**src/rtl/fft_mag_reader_pkg.sv**
```systemverilog
// Shared types and sizes for the FFT magnitude reader.
package fft_pkg;
  localparam int N_POINTS   = 4096;
  localparam int ADDR_W     = 12;
  localparam int DATA_W     = 32;
  localparam int HALF_W     = DATA_W / 2;
  localparam int FIFO_DEPTH = 4;

  typedef logic [ADDR_W-1:0] addr_t;
  typedef logic [ADDR_W:0]   cnt_t;
  typedef logic [DATA_W-1:0] mag_t;

  typedef struct packed {
    logic signed [HALF_W-1:0] re;
    logic signed [HALF_W-1:0] im;
  } cplx_t;

  typedef enum logic [1:0] {IDLE, READ, DRAIN, DONE} reader_state_e;

  localparam cnt_t CNT_FULL = cnt_t'(N_POINTS);
  localparam cnt_t CNT_LAST = cnt_t'(N_POINTS - 1);
endpackage

```
**src/rtl/fft_mag_reader_sync_fifo.sv**
```systemverilog
// First-word fall-through synchronous FIFO with occupancy count.
module sync_fifo #(
  parameter int WIDTH = 8,
  parameter int DEPTH = 4
) (
  input  logic                     clk,
  input  logic                     rst_n,
  input  logic                     push,
  input  logic                     pop,
  input  logic [WIDTH-1:0]         din,
  output logic [WIDTH-1:0]         dout,
  output logic [$clog2(DEPTH):0]   count,
  output logic                     empty
);
  localparam int AW = $clog2(DEPTH);

  logic [WIDTH-1:0] mem [DEPTH];
  logic [AW-1:0]    wr_ptr;
  logic [AW-1:0]    rd_ptr;
  logic             do_pop;
  logic             full;

  assign empty  = (count == '0);
  assign full   = (count == (AW+1)'(DEPTH));
  assign do_pop = pop & ~empty;
  assign dout   = mem[rd_ptr];

  always_ff @(posedge clk or negedge rst_n) begin
    if (!rst_n) begin
      wr_ptr <= '0;
      rd_ptr <= '0;
      count  <= '0;
    end else begin
      if (push)   wr_ptr <= wr_ptr + AW'(1);
      if (do_pop) rd_ptr <= rd_ptr + AW'(1);
      count <= count + (AW+1)'(push) - (AW+1)'(do_pop);
    end
  end

  always_ff @(posedge clk) begin
    if (push) mem[wr_ptr] <= din;
  end

  // Upstream credit accounting must keep a full FIFO from ever being written without a pop.
  assert property (@(posedge clk) disable iff (!rst_n) !(push && full && !do_pop));
endmodule

```
**src/rtl/fft_mag_reader.sv**
```systemverilog
// Sweeps the FFT result RAM after a rising fft_done and streams re^2+im^2 per bin.
// Define FFT_SHIFT_EN to emit bins in fftshift order (N/2 .. N-1, then 0 .. N/2-1).
module fft_mag_reader
  import fft_pkg::*;
(
  input  logic              clk,
  input  logic              reset,
  input  logic              fft_done,
  output logic              rd_en,
  output logic [ADDR_W-1:0] rd_addr,
  input  logic [DATA_W-1:0] rd_data,
  output logic              m_valid,
  input  logic              m_ready,
  output logic [DATA_W-1:0] m_data,
  output logic [ADDR_W-1:0] m_index,
  output logic              m_last,
  output logic              busy,
  output logic              frame_done
);
  localparam int CW = $clog2(FIFO_DEPTH) + 1;
  localparam int FW = 1 + ADDR_W + DATA_W;

  function automatic mag_t mag_sq(input cplx_t c);
    logic signed [DATA_W-1:0] re_w;
    logic signed [DATA_W-1:0] im_w;
    re_w = c.re;
    im_w = c.im;
    // Each square is < 2^31 and the sum peaks at exactly 2^31, so unsigned DATA_W never wraps.
    return mag_t'(re_w * re_w) + mag_t'(im_w * im_w);
  endfunction

  reader_state_e state, state_nx;
  logic          done_q;
  logic          start;
  cnt_t          rd_cnt;
  cnt_t          out_cnt;
  addr_t         base_addr;
  logic          credit_ok;
  logic          drain_done;
  logic          pop;

  logic          vld_p0;
  addr_t         idx_p0;
  logic          last_p0;
  logic          vld_p1;
  addr_t         idx_p1;
  logic          last_p1;
  mag_t          mag_p1;

  logic [CW-1:0] fifo_count;
  logic          fifo_empty;
  logic [FW-1:0] fifo_dout;
  logic          f_last;
  addr_t         f_index;
  mag_t          f_data;

  assign start = fft_done & ~done_q;

`ifdef FFT_SHIFT_EN
  localparam addr_t HALF_ADDR = addr_t'(N_POINTS / 2);
  assign base_addr = rd_cnt[ADDR_W-1:0] ^ HALF_ADDR;
`else
  assign base_addr = rd_cnt[ADDR_W-1:0];
`endif

  assign credit_ok  = (int'(fifo_count) + int'(vld_p0) + int'(vld_p1)) < FIFO_DEPTH;
  assign pop        = m_valid & m_ready;
  // The final word leaving now with nothing behind it or still in flight ends the frame.
  assign drain_done = pop && (out_cnt == CNT_LAST) && (fifo_count == CW'(1)) && !vld_p0 && !vld_p1;

  always_ff @(posedge clk or negedge reset) begin
    if (!reset) begin
      state   <= IDLE;
      done_q  <= 1'b0;
      rd_cnt  <= '0;
      out_cnt <= '0;
      vld_p0  <= 1'b0;
      vld_p1  <= 1'b0;
    end else begin
      state  <= state_nx;
      done_q <= fft_done;
      vld_p0 <= rd_en;
      vld_p1 <= vld_p0;
      if (state == IDLE && start) begin
        rd_cnt  <= '0;
        out_cnt <= '0;
      end else begin
        if (rd_en) rd_cnt  <= rd_cnt + cnt_t'(1);
        if (pop)   out_cnt <= out_cnt + cnt_t'(1);
      end
    end
  end

  always_comb begin
    state_nx   = state;
    rd_en      = 1'b0;
    busy       = 1'b0;
    frame_done = 1'b0;
    case (state)
      IDLE: if (start) state_nx = READ;
      READ: begin
        busy = 1'b1;
        if (rd_cnt == CNT_FULL) state_nx = DRAIN;
        else if (credit_ok)     rd_en    = 1'b1;
      end
      DRAIN: begin
        busy = 1'b1;
        if (drain_done) state_nx = DONE;
      end
      DONE: begin
        frame_done = 1'b1;
        state_nx   = IDLE;
      end
      default: state_nx = IDLE;
    endcase
  end

  // p0: read issued, RAM word arrives on rd_data
  always_ff @(posedge clk) begin
    idx_p0  <= base_addr;
    last_p0 <= (rd_cnt == CNT_LAST);
  end

  // p1: magnitude squared registered, pushed into the FIFO next edge
  always_ff @(posedge clk) begin
    mag_p1  <= mag_sq(cplx_t'(rd_data));
    idx_p1  <= idx_p0;
    last_p1 <= last_p0;
  end

  sync_fifo #(
    .WIDTH (FW),
    .DEPTH (FIFO_DEPTH)
  ) u_fifo (
    .clk   (clk),
    .rst_n (reset),
    .push  (vld_p1),
    .pop   (pop),
    .din   ({last_p1, idx_p1, mag_p1}),
    .dout  (fifo_dout),
    .count (fifo_count),
    .empty (fifo_empty)
  );

  assign {f_last, f_index, f_data} = fifo_dout;

  assign m_valid = ~fifo_empty;
  assign m_data  = m_valid ? f_data  : '0;
  assign m_index = m_valid ? f_index : '0;
  assign m_last  = m_valid & f_last;
  assign rd_addr = rd_en ? base_addr : '0;
endmodule

```
**config.mk**
```make
export PLATFORM = sky130hd
export DESIGN_NAME = fft_mag_reader
export DESIGN_NICKNAME = d
export VERILOG_FILES = /design/src/rtl/fft_mag_reader_pkg.sv /design/src/rtl/fft_mag_reader_sync_fifo.sv /design/src/rtl/fft_mag_reader.sv
export SDC_FILE = /design/constraint.sdc
export NUM_CORES = 2
export LEC_CHECK = 0
export ABC_AREA = 1
export BUFFER_PORTS_ARGS = -buffer_cell sky130_fd_sc_hd__clkbuf_2
export CORE_MARGIN = 4
export CORE_UTILIZATION = 55
export DETAILED_ROUTE_END_ITERATION = 10
export HOLD_SLACK_MARGIN = 0.03
export PLACE_DENSITY = 0.7
export SYNTH_ARGS = -nofsm -noshare
export SYNTH_HDL_FRONTEND = slang
export SYNTH_SLANG_ARGS = --single-unit
```
**constraint.sdc**
```tcl
create_clock -name clk -period 2.1 [get_ports clk]
set_input_delay 0.42 -clock clk [delete_from_list [all_inputs] [get_ports clk]]
set_output_delay 0.42 -clock clk [all_outputs]
set_load 0.005 [all_outputs]
```
==> impl_metrics.tcl <==
set metrics [dict create \
    status "finished, violations left" \
    violations "negative setup slack" \
    clk_path_buf_depth 3 \
    synth_ff_type "edfxtp_1" \
    syn_avg_cell_area_um2 9.70 \
    viasPerCell 5.24 \
    postSynth.asyncResetShare_pct 13.8 \
    numClockSinks 276 \
    core_area_um2 50600 \
    crit_required_ns 2.51 \
    grt_pass1_vias 23609 \
    vias 21535 \
    dpl_cell_area_um2 32600 \
    slew_headroom_pct 66.5 \
    worstPathCellList "clkbuf_16 -> buf_12 -> nand2_1 -> inv_1 -> fa_2 -> inv_2 -> fa_1 -> inv_2 -> fa_2 -> fa_1 -> fa_1 -> fa_1 -> fa_1 -> inv_2 -> fa_1 -> inv_2 -> ha_4 -> a21o_1 -> a21boi_4 -> nor2_2 -> nor2_1 -> nand2_1 -> buf_4 -> xor2_1" \
    ys_seq_area_share_pct 26.5 \
    holdPathEnd "idx_p1[2]" \
    die_h_um 235 \
    finClkSkew_ns 0.0202 \
    grt_max_degree 46 \
    synthesis.area_um2 28400 \
    synth_most_common_cell "inv_1" \
    cts_tree "built" \
    synth_edf_count 180 \
    syn-instance-count 2925 \
    start_util_pct 56.1 \
    slowest_delay_ns 0.59 \
    drc 0 \
    antenna_found_initial 1 \
    final_area_um2 38200 \
    postRouteAntennaNets 0 \
    path_buf_inv 8 \
    routed_wl_mm 80.7 \
    area.growth.synth_to_final_pct 34.6 \
    critPathKind "in2reg" \
    cts_max_level 1 \
    root_buffer "clkbuf_16" \
    setup_viol 90 \
    reg2reg_slack_ns -0.03 \
    cpMaxStageDelayCell "fa_2" \
    clk_pin_slew_worst_paths_ns 0.07 \
    netlist_top_cells_area "fa_1 (37%), edfxtp_1 (19%), inv_1 (11%)" \
    critPathLaunchType "primary input" \
    ys_warn_count 0 \
    tightestPinTransition_ns 0.502 \
    drive_above_1_share_pct 36.0 \
    first_pass_iters 5 \
    path_common_cell "fa_1" \
    yosysUniqueCellTypes 54 \
    grt-ovfl-total 0 \
    rr_worst_depth 10 \
    fin_crit_sh_pct 285 \
    setup_ws_ns -3.89 \
    post-dp-hpwl_mm 54.4 \
    arrival_ns 6.41 \
    crit_family "adder cells" \
    die-area_um2 55300 \
    synth_seq_cells 276 \
    port_buffers 96 \
    synth_area_leader_cell "fa_1" \
    crit_fanout 6 \
    synth_common_cells "inv_1 (800), fa_1 (521), nand2_1 (400), nor2_1 (261), edfxtp_1 (180)" \
    end_kind "flip-flop" \
    clock_latency_ns 0.54 \
    post_drt_wl_per_cell_um 19.6 \
    maxSlewViolCount 0 \
    rows 82 \
    cts_buffers 23 \
    syn-num-nets 3645 \
    yosysTopAreaCellShare_pct 36.8 \
    fmax_mhz 167 \
    diodes 0 \
    r2r_end "rd_cnt[9]" \
    finalHoldViolCount 0 \
    gp_congestion 0.928 \
    hp-class "reg2reg" \
    grt_setup_unrepaired "true" \
    die_x_um 235 \
    grt_pass1_wl_mm 121 \
    cap_violations 0 \
    io_pins 97 \
    worstHoldStart "idx_p0[2]" \
    hold_depth 0 \
    timing.final.crit_period_ns 5.99 \
    drtIter0Drc 1197 \
    timing.rr.start "rd_cnt[4]" \
    nNetsFinal 4141 \
    gr-usage-all-layers_pct 27.2 \
    pre_cts_slack_ns -4.66 \
]
## cell families after synthesis
group,count (synthesis),share of synthesized area [%]
xor+xnor,58,1.79
simple gates,762,10.9
flops,276,26.5
compound gates,234,4.70
buf+inv,910,12.2
other cells,1,0.0132
fa+ha+maj,684,43.9
## how the worst max path moves through the flow
stage	start	depth (start not counted)	slack, ns	end
3_3_place_gp	rd_data[15]	21	-4.58	mag_p1[28]
3_5_place_dp	rd_data[15]	25	-4.66	mag_p1[29]
4_1_cts	rd_data[31]	25	-3.86	mag_p1[29]
5_1_grt	rd_data[10]	26	-4.03	mag_p1[24]
2_1_floorplan	rd_data[20]	23	-4.31	mag_p1[26]
6_report	rd_data[10]	24	-3.89	mag_p1[20]
## registers in the layout (all words and copies together), names as in the netlist
register,cells
u_fifo.mem,180
mag_p1,32
out_cnt,13
rd_cnt,13
idx_p0,12
idx_p1,12
u_fifo.count,3
state,2
u_fifo.rd_ptr,2
u_fifo.wr_ptr,2
done_q,1
last_p0,1
last_p1,1
vld_p0,1
vld_p1,1
## stage by stage
step           hold WS [ns]  TNS, ns  utilization, %  instances
6_report              0.329  -121.44            75.5       4110
5_1_grt               0.330  -129.62            75.5       4110
4_1_cts               0.328  -112.82            71.5       4071
3_5_place_dp          0.312  -116.56            64.4       3934
3_3_place_gp          0.311  -114.58            64.4       3934
2_1_floorplan         0.124  -100.82               -       2925
## placed cells by master (no fill, tap or decap), drive strengths merged, types with 2 or more instances in the layout
master / instances
dfxtp: 58
ha: 163
inv: 810
edfxtp: 180
nor2: 269
a21oi: 81
nand4: 12
a31oi: 3
nand2: 402
xor2: 45
xnor2: 13
nand3b: 2
nor3: 19
o21ai: 120
a31o: 3
clkinv: 12
clkinvlp: 2
clkbuf: 91
dlygate4sd3: 2
o21bai: 5
dfrtp: 38
o31ai: 10
buf: 504
nor4: 6
fa: 521
nand3: 42
a21o: 4
or2: 9
## layout make-up
class / instances / area [um2]
multi-input cells: 1740 / 20100
clock inverters: 12 / 86.3
clock buffers: 30 / 674
repair inverters: 1 / 8.76
inverters: 811 / 3100
flip-flops and latches: 276 / 7520
well taps: 672 / 841
repair buffers: 568 / 5900
fillers: 3141 / 12400
## metal layers
layer / track usage [%] / part of all wire, % / vias to the layer above
met5: 0 / 0 / -
met4: 8.50 / 4.5 / 0
met3: 2.45 / 4.6 / 221
met2: 50.1 / 53 / 750
met1: 34.2 / 37 / 10905
li1: - / - / 9659
## what timing repair did
item / in CTS / in global routing
endpoints found under the hold margin: 17 / 0
endpoints found under the setup margin: 86 / 100
pin swaps: 198 / 280
setup buffers: 71 / 39
hold buffers: 2 / 0
gates cloned: 24 / 15
gates resized for setup: 435 / 552
Power is not shown: default switching activity piles up to over one toggle a cycle in this logic, so the estimate is an artifact.
